--- src/rtl/vliw_fetch.sv ---
// vliw_fetch: fetch stage for a 4-slot VLIW core.
// Each cycle it requests one 128-bit bundle at pc. An accepted bundle lands in the
// instruction register (IR) on the next edge. The stage also handles stall, branch
// redirect with a one-cycle squash, and halting on a HALT_INST encoding in slot 0.
module vliw_fetch #(
    parameter logic [31:0] RESET_PC  = 32'h0000_0000,
    parameter logic [31:0] HALT_INST = 32'hFFFF_FFFF
) (
    input  logic         clk,
    input  logic         rst,
    input  logic         stall,
    input  logic         branch_taken,
    input  logic [31:0]  branch_target,
    output logic         imem_req,
    output logic [31:0]  imem_addr,
    input  logic         imem_valid,
    input  logic [127:0] imem_data,
    output logic [31:0]  inst_slot0,
    output logic [31:0]  inst_slot1,
    output logic [31:0]  inst_slot2,
    output logic [31:0]  inst_slot3,
    output logic         bundle_valid,
    output logic         branch_squash,
    output logic [31:0]  pc_out,
    output logic [31:0]  bundle_count,
    output logic [1:0]   dbg_state
);

    // Handshake: imem_req is driven combinationally from the current state and this
    // cycle's stall/branch. A response counts only in a cycle where imem_req and
    // imem_valid are both high. No request is kept pending across cycles: a cycle
    // without acceptance simply re-requests the same address on the next cycle.
    typedef enum logic [1:0] {
        ST_BOOT = 2'd0,
        ST_RUN  = 2'd1,
        ST_HALT = 2'd2
    } state_e;

    // Bundles are 16-byte aligned, so the low nibble of any fetch address is zero.
    localparam logic [31:0] RESET_PC_ALIGNED = {RESET_PC[31:4], 4'b0000};

    state_e        state_q, state_d;
    logic [31:0]   pc_q, pc_d;
    logic [31:0]   pc_out_q, pc_out_d;
    logic [127:0]  ir_q, ir_d;
    logic          bv_q, bv_d;
    logic          squash_q, squash_d;
    logic [31:0]   count_q, count_d;
    logic          accept;
    logic          redirect;

    // A redirect is honoured everywhere except HALT, and it outranks stall and acceptance.
    always_comb begin
        redirect = branch_taken && (state_q != ST_HALT);
        imem_req = 1'b0;
        if (!rst && (state_q == ST_RUN)) begin
            imem_req = !stall && !branch_taken;
        end
        accept = imem_req && imem_valid;
    end

    // Next-state and datapath update: branch, then stall, then acceptance, then idle.
    always_comb begin
        state_d  = state_q;
        pc_d     = pc_q;
        pc_out_d = pc_out_q;
        ir_d     = ir_q;
        bv_d     = bv_q;
        count_d  = count_q;
        squash_d = redirect;

        case (state_q)
            ST_BOOT: begin
                state_d = ST_RUN;
                if (branch_taken) begin
                    pc_d = {branch_target[31:4], 4'b0000};
                    ir_d = '0;
                    bv_d = 1'b0;
                end else if (!stall) begin
                    ir_d = '0;
                    bv_d = 1'b0;
                end
            end
            ST_RUN: begin
                if (branch_taken) begin
                    pc_d = {branch_target[31:4], 4'b0000};
                    ir_d = '0;
                    bv_d = 1'b0;
                end else if (stall) begin
                    // Hold everything; imem_req is low so nothing can be accepted.
                end else if (accept) begin
                    ir_d     = imem_data;
                    bv_d     = 1'b1;
                    pc_out_d = pc_q;
                    pc_d     = pc_q + 32'd16;
                    count_d  = count_q + 32'd1;
                    if (imem_data[31:0] == HALT_INST) begin
                        state_d = ST_HALT;
                    end
                end else begin
                    ir_d = '0;
                    bv_d = 1'b0;
                end
            end
            ST_HALT: begin
                // The halting bundle stays visible until the first non-stall cycle.
                if (!stall) begin
                    ir_d = '0;
                    bv_d = 1'b0;
                end
            end
            default: begin
                state_d = ST_BOOT;
            end
        endcase
    end

    // State registers with synchronous reset; reset overrides stall and branch.
    always_ff @(posedge clk) begin
        if (rst) begin
            state_q  <= ST_BOOT;
            pc_q     <= RESET_PC_ALIGNED;
            pc_out_q <= RESET_PC_ALIGNED;
            ir_q     <= '0;
            bv_q     <= 1'b0;
            squash_q <= 1'b0;
            count_q  <= '0;
        end else begin
            state_q  <= state_d;
            pc_q     <= pc_d;
            pc_out_q <= pc_out_d;
            ir_q     <= ir_d;
            bv_q     <= bv_d;
            squash_q <= squash_d;
            count_q  <= count_d;
        end
    end

    // Output mapping: slot n of the IR is bits [32n+31:32n].
    always_comb begin
        imem_addr     = pc_q;
        inst_slot0    = ir_q[31:0];
        inst_slot1    = ir_q[63:32];
        inst_slot2    = ir_q[95:64];
        inst_slot3    = ir_q[127:96];
        bundle_valid  = bv_q;
        branch_squash = squash_q;
        pc_out        = pc_out_q;
        bundle_count  = count_q;
        dbg_state     = state_q;
    end

endmodule
--- config.mk ---
export PLATFORM = sky130hd
export DESIGN_NAME = vliw_fetch
export DESIGN_NICKNAME = d
export VERILOG_FILES = /design/src/rtl/vliw_fetch.sv
export SDC_FILE = /design/constraint.sdc
export NUM_CORES = 1
export LEC_CHECK = 0
export CORE_AREA = 2 2 152 154
export DETAILED_ROUTE_END_ITERATION = 10
export DIE_AREA = 0 0 154 156
export HOLD_SLACK_MARGIN = 0.03
export PLACE_DENSITY_LB_ADDON = 0.05
export SLEW_MARGIN = 40
export SYNTH_ARGS = -nofsm -noshare
export SYNTH_HDL_FRONTEND = slang
export SYNTH_SLANG_ARGS = --single-unit
--- constraint.sdc ---
create_clock -name clk -period 5.4 [get_ports clk]
set_input_delay 1.62 -clock clk [delete_from_list [all_inputs] [get_ports clk]]
set_output_delay 1.62 -clock clk [all_outputs]
set_load 0.005 [all_outputs]
Word-level counts from Yosys, hierarchy flattened --
Cells that the tools add are included. Widths: inputs -> output; s select.
Word-level totals: register bits after elaboration 228, input port bits 165, output and inout bits 229, word-level logic and storage cells 60
Operators by class: add/sub/neg operators 2, equality and inequality tests 11, multiplexer cells 23, bitwise logic cells 3, reductions and logical operators 14
Operator list (count):
- $mux 128 | 5
- $pmux 128 s3 | 1
- $mux 32 | 4
- $pmux 32 s2 | 1
- $add 32x1->32 const B | 1
- $add 32x5->32 const B | 1
- $eq 32x32->1 const B | 1
- $ne 2x2->1 const B | 5
- $mux 2 | 4
- $reduce_and 4->1 | 2
- $mux 1 | 6
- $ne 3x3->1 const B | 2
- $pmux 2 s3 | 1
- $reduce_and 5->1 | 1
- $logic_and 1x1->1 | 4
- $logic_not 1->1 | 3
- $not 1->1 | 3
- $pmux 1 s3 | 1
- $reduce_bool 3->1 | 1
- $eq 2x1->1 const B | 1
- $eq 2x2->1 const B | 1
- $logic_not 2->1 | 1
- $ne 2x1->1 const B | 1
- $reduce_and 2->1 | 1
- $reduce_bool 2->1 | 1

Longest topological paths before layout --
depth in word-level cells 8, mapped depth 10, mapped depth without buffers 7

Least setup slack after synthesis --
Ideal clock, no wire load.
path kind input to output, from input port branch_taken, to output port imem_req, arrival 2.403 ns, data required time 3.780 ns, path slack 1.377 ns, stages 5, buffers on the path 3, path through buf_2 > nand2b_1 > clkbuf_1 > clkbuf_1 > nor3_1
On the way: word-level cells in the longest chain between the ends 3
RTL lines:
- start: declaration | line 12 | input logic branch_taken,
- $logic_not 1->1 | line 57 | imem_req = !stall && !branch_taken;
- $logic_and 1x1->1 | line 57
- $mux 1 | line 56 | if (!rst && (state_q == ST_RUN)) begin
- end: declaration | line 14 | output logic imem_req,
Every way passes these cells.

Worst setup path in the final report --
Same ends and word-level chain as after synthesis.

==> summary by stage <==
Yosys
Counting flops and latches in the post-synthesis netlist gives 220. In this run the cell area of the synthesized design comes to 8810 sq um. The share of async-settable or async-resettable flops after synthesis is 0. Counting distinct cell types in the post-synthesis netlist gives 58. The share of synthesized area in the top cell type comes to 0.500. The number of instances in the synthesized netlist is slightly above 1000. The most common cell in the synthesized netlist is sky130_fd_sc_hd__dfxtp_1. The synthesized design contains 0 enable-type register cells.

By count the netlist is led by sky130_fd_sc_hd__dfxtp_1 (220), sky130_fd_sc_hd__nor2_1 (186), sky130_fd_sc_hd__a22oi_1 (130), sky130_fd_sc_hd__nand2_1 (94). In the post-synthesis netlist, the biggest area contributors are sky130_fd_sc_hd__dfxtp_1 (50%), sky130_fd_sc_hd__a22oi_1 (11%), sky130_fd_sc_hd__nor2_1 (7.9%), sky130_fd_sc_hd__nand2_1 (4.0%), sky130_fd_sc_hd__a21oi_1 (3.0%). The Yosys warning count is 0. The mean instance size in the synthesized netlist is between 8 and 9 sq um. Among all flip-flop cells after synthesis, the most frequent one is sky130_fd_sc_hd__dfxtp_1. Of all cell types, the one taking the most synthesized area is sky130_fd_sc_hd__dfxtp_1. Of the synthesized area, sequential elements account for 0.500.

Critical path
The critical path class is in -> out. The category of the worst setup path capture point is a primary output. Data arrives at the worst endpoint at ~3100 ps. For flop-to-flop paths, the worst setup slack is between 2000 and 3000 ps.

Of all nets on the critical path, the largest fanout is 8. The required time of the critical path is about 3800 ps. The type of origin of the critical path is a primary input.

Timing
The number of max-slew violations in the final report is 0. Of the available clock period, the critical path in the final layout requires 0.875. The routed design could run at a clock period as short as roughly 4700 ps. In the final timing run, aggregate negative setup slack is 0 ps. Setup repair after global routing left no endpoint under its margin.

The slew at the pin closest to its max-slew limit is just over 800 ps. Derived from the worst setup path, the maximum achievable clock frequency is approximately 210 MHz. In this run the tightest slew margin relative to its limit is 0.461. For the final database, setup skew stands at slightly below 10 ps.

Setup violations remaining at the end of the flow were counted as 0. The number of hold-slack violations in the final timing report is 0.

Finish
Counting the fill cells in the layout gives approximately 2000. In the final design database the tool counted 1526 nets. The layout overhead on the synthesized area is 54.6%. The area of the multi-input gates is about 4000 sq um. Of the cells placed in the final design, the portion with a size suffix greater than 1 is 0.0518. Once layout is complete, the utilization of the core stands at 0.609.

The storage element area is around 4400 sq um.

CTS
The CTS clock-pin slew for the worst setup and hold paths is ~60 ps. Buffers inserted to repair hold after CTS numbered 0. TritonCTS built the clock tree. In this run the number of H-tree levels came out at 1. Once the clock tree was built, the setup fixing pass inserted 0 buffers. The TritonCTS buffer count is 25.

In this run, post-CTS repair resized a total of 0 instances. The buffer levels on the longest clock path is 3. In this run the clock root is driven by a sky130_fd_sc_hd__clkbuf_16. Counting every sink on the clock net gives 220. The later-pin clock latency in the skew report is ~520 ps.

Run status
The flow ran to the end, and the final reports show no timing, DRC or antenna violations.

Detailed routing
The residual DRC count is 0. In the routed layout, each cell is associated on average with a via count of between 5 and 6. The wire length per cell after detailed routing is approximately 18 microns. The first detailed-routing pass took 5 iterations. The detailed router's first-iteration violation count is about 610. Across all layers, the routed design uses 8744 vias. The final layout contains routed wiring with a total length of about 30 mm. The antenna violation net count after detailed routing is 0.

Global route
In the global route stage, overall resource usage came out at 0.241. For this run the aggregate overflow at the end of global routing stands at 0. The via count of the first global-routing pass came to ~8300. The first global-routing pass estimated between 40 and 50 mm of wire.

The maximum number of pins on one net before global-route repair is 91. The initial antenna violation count was 1.

Die
The chip height is between 150 and 200 microns. The total number of placement rows is 55. The overall die area is between 20000 and 25000 sq um.

The floorplan step set the die width to 154 microns. The placeable core area is 22400 sq um. The number of primary I/O pins is 394. The initial utilization of the core area, before any placement, comes to 0.394.

Flow run
The tool flagged a number of max-cap violations equal to 0.

Power and ir drop
The total leakage power is roughly 4.7 nW. Dividing total power by cell area gives a power density of 330 nW/um^2. VDD sags by at most between 0.2 and 0.25 mV.

Placement
Detailed placement finished with a half-perimeter wire length of between 20 and 25 mm. Buffers placed on the I/O ports in this run total roughly 380. The final estimated routing congestion in global placement is 0.801.

Worst hold path
The path class of the lowest-slack min-delay path is reg -> reg.
## metal layers
layer  GRT usage  routed length [microns]
met1       0.291                    12400
met4      0.0694                      701
met2       0.411                    14800
met3      0.0772                     2630
met5           0                        0
## cell families (layout without fill, tap and decap cells)
group	after synthesis	count (layout)	share of synthesized area
other	1	9	0.000426
buffers and inverters	99	448	0.0504
adder cells (fa/ha/maj)	8	8	0.0114
multiplexers	6	6	0.00696
AO/OA/AOI/OAI	240	240	0.187
AND/OR/NAND/NOR	413	413	0.216
flip-flops	220	220	0.500
XOR/XNOR	28	28	0.0278
## layout make-up
class | count | area share
inverter | 10 | 0.00276
antenna | 1 | 0.000184
clock buffer | 32 | 0.0515
sequential | 220 | 0.323
timing repair buffer | 393 | 0.289
tap | 285 | 0.0262
multi-input combinational | 703 | 0.294
clock inverter | 13 | 0.0126
## state kept, by name, indices dropped and copies added, names as in the netlist
register and count:
branch_squash 1, dbg_state 2, ir_q 128, bundle_valid 1, bundle_count 32, pc_out 28
imem_addr 28
## through the flow
step                      hold WS [ps]  power [mW]  setup WS, ps  instances  cell area [sq um]
after floorplan                    453        2.27          1380       1022               8830
after global placement             442        2.71           662       1611              12700
after detailed placement           447        2.72           689       1611              12700
after CTS                          455        4.53           677       1656              13600
after global routing               479        4.69           598       1657              13600
final                              454        4.49           673       1657              13600
## cell usage in the layout, fill, tap and decap left out, types with 14 or more instances in the layout
| master | Yosys | layout |
|---|---|---|
| sky130_fd_sc_hd__clkdlybuf4s50_1 | 0 | 380 |
| sky130_fd_sc_hd__dfxtp_1 | 220 | 220 |
| sky130_fd_sc_hd__nor2_1 | 186 | 185 |
| sky130_fd_sc_hd__a22oi_1 | 130 | 130 |
| sky130_fd_sc_hd__nand2_1 | 94 | 94 |
| sky130_fd_sc_hd__a21oi_1 | 53 | 53 |
| sky130_fd_sc_hd__clkbuf_16 | 0 | 25 |
| sky130_fd_sc_hd__nor3_1 | 23 | 23 |
| sky130_fd_sc_hd__nand3_1 | 22 | 22 |
| sky130_fd_sc_hd__nand4_1 | 21 | 21 |
| sky130_fd_sc_hd__o21ai_0 | 18 | 18 |
| sky130_fd_sc_hd__xnor2_1 | 17 | 17 |
| sky130_fd_sc_hd__nor4_1 | 14 | 14 |
## where the power goes
part | leakage (nW) | switching (mW) | internal (mW)
combinational | 2.48 | 0.454 | 0.398
clock | 0.435 | 0.699 | 1.11
sequential | 1.78 | 0.130 | 1.70
## final timing paths
check                            start                      to  cells after the start
max reg2reg  dbg_state[1]$_SDFFE_PP0P_   ir_q[97]$_SDFFE_PP0P_                      8
min reg2reg     pc_out[5]$_SDFFE_PP0P_  pc_out[5]$_SDFFE_PP0P_                      2
max                       branch_taken                imem_req                      4
min             pc_out[5]$_SDFFE_PP0P_  pc_out[5]$_SDFFE_PP0P_                      2
## worst max-delay path, stage by stage
cell and delay (ps):
sky130_fd_sc_hd__clkdlybuf4s50_1 540, sky130_fd_sc_hd__nand2b_1 230, sky130_fd_sc_hd__nor3_1 140, sky130_fd_sc_hd__clkdlybuf4s50_1 580
No activity file was read; power rests on OpenSTA's default activity.
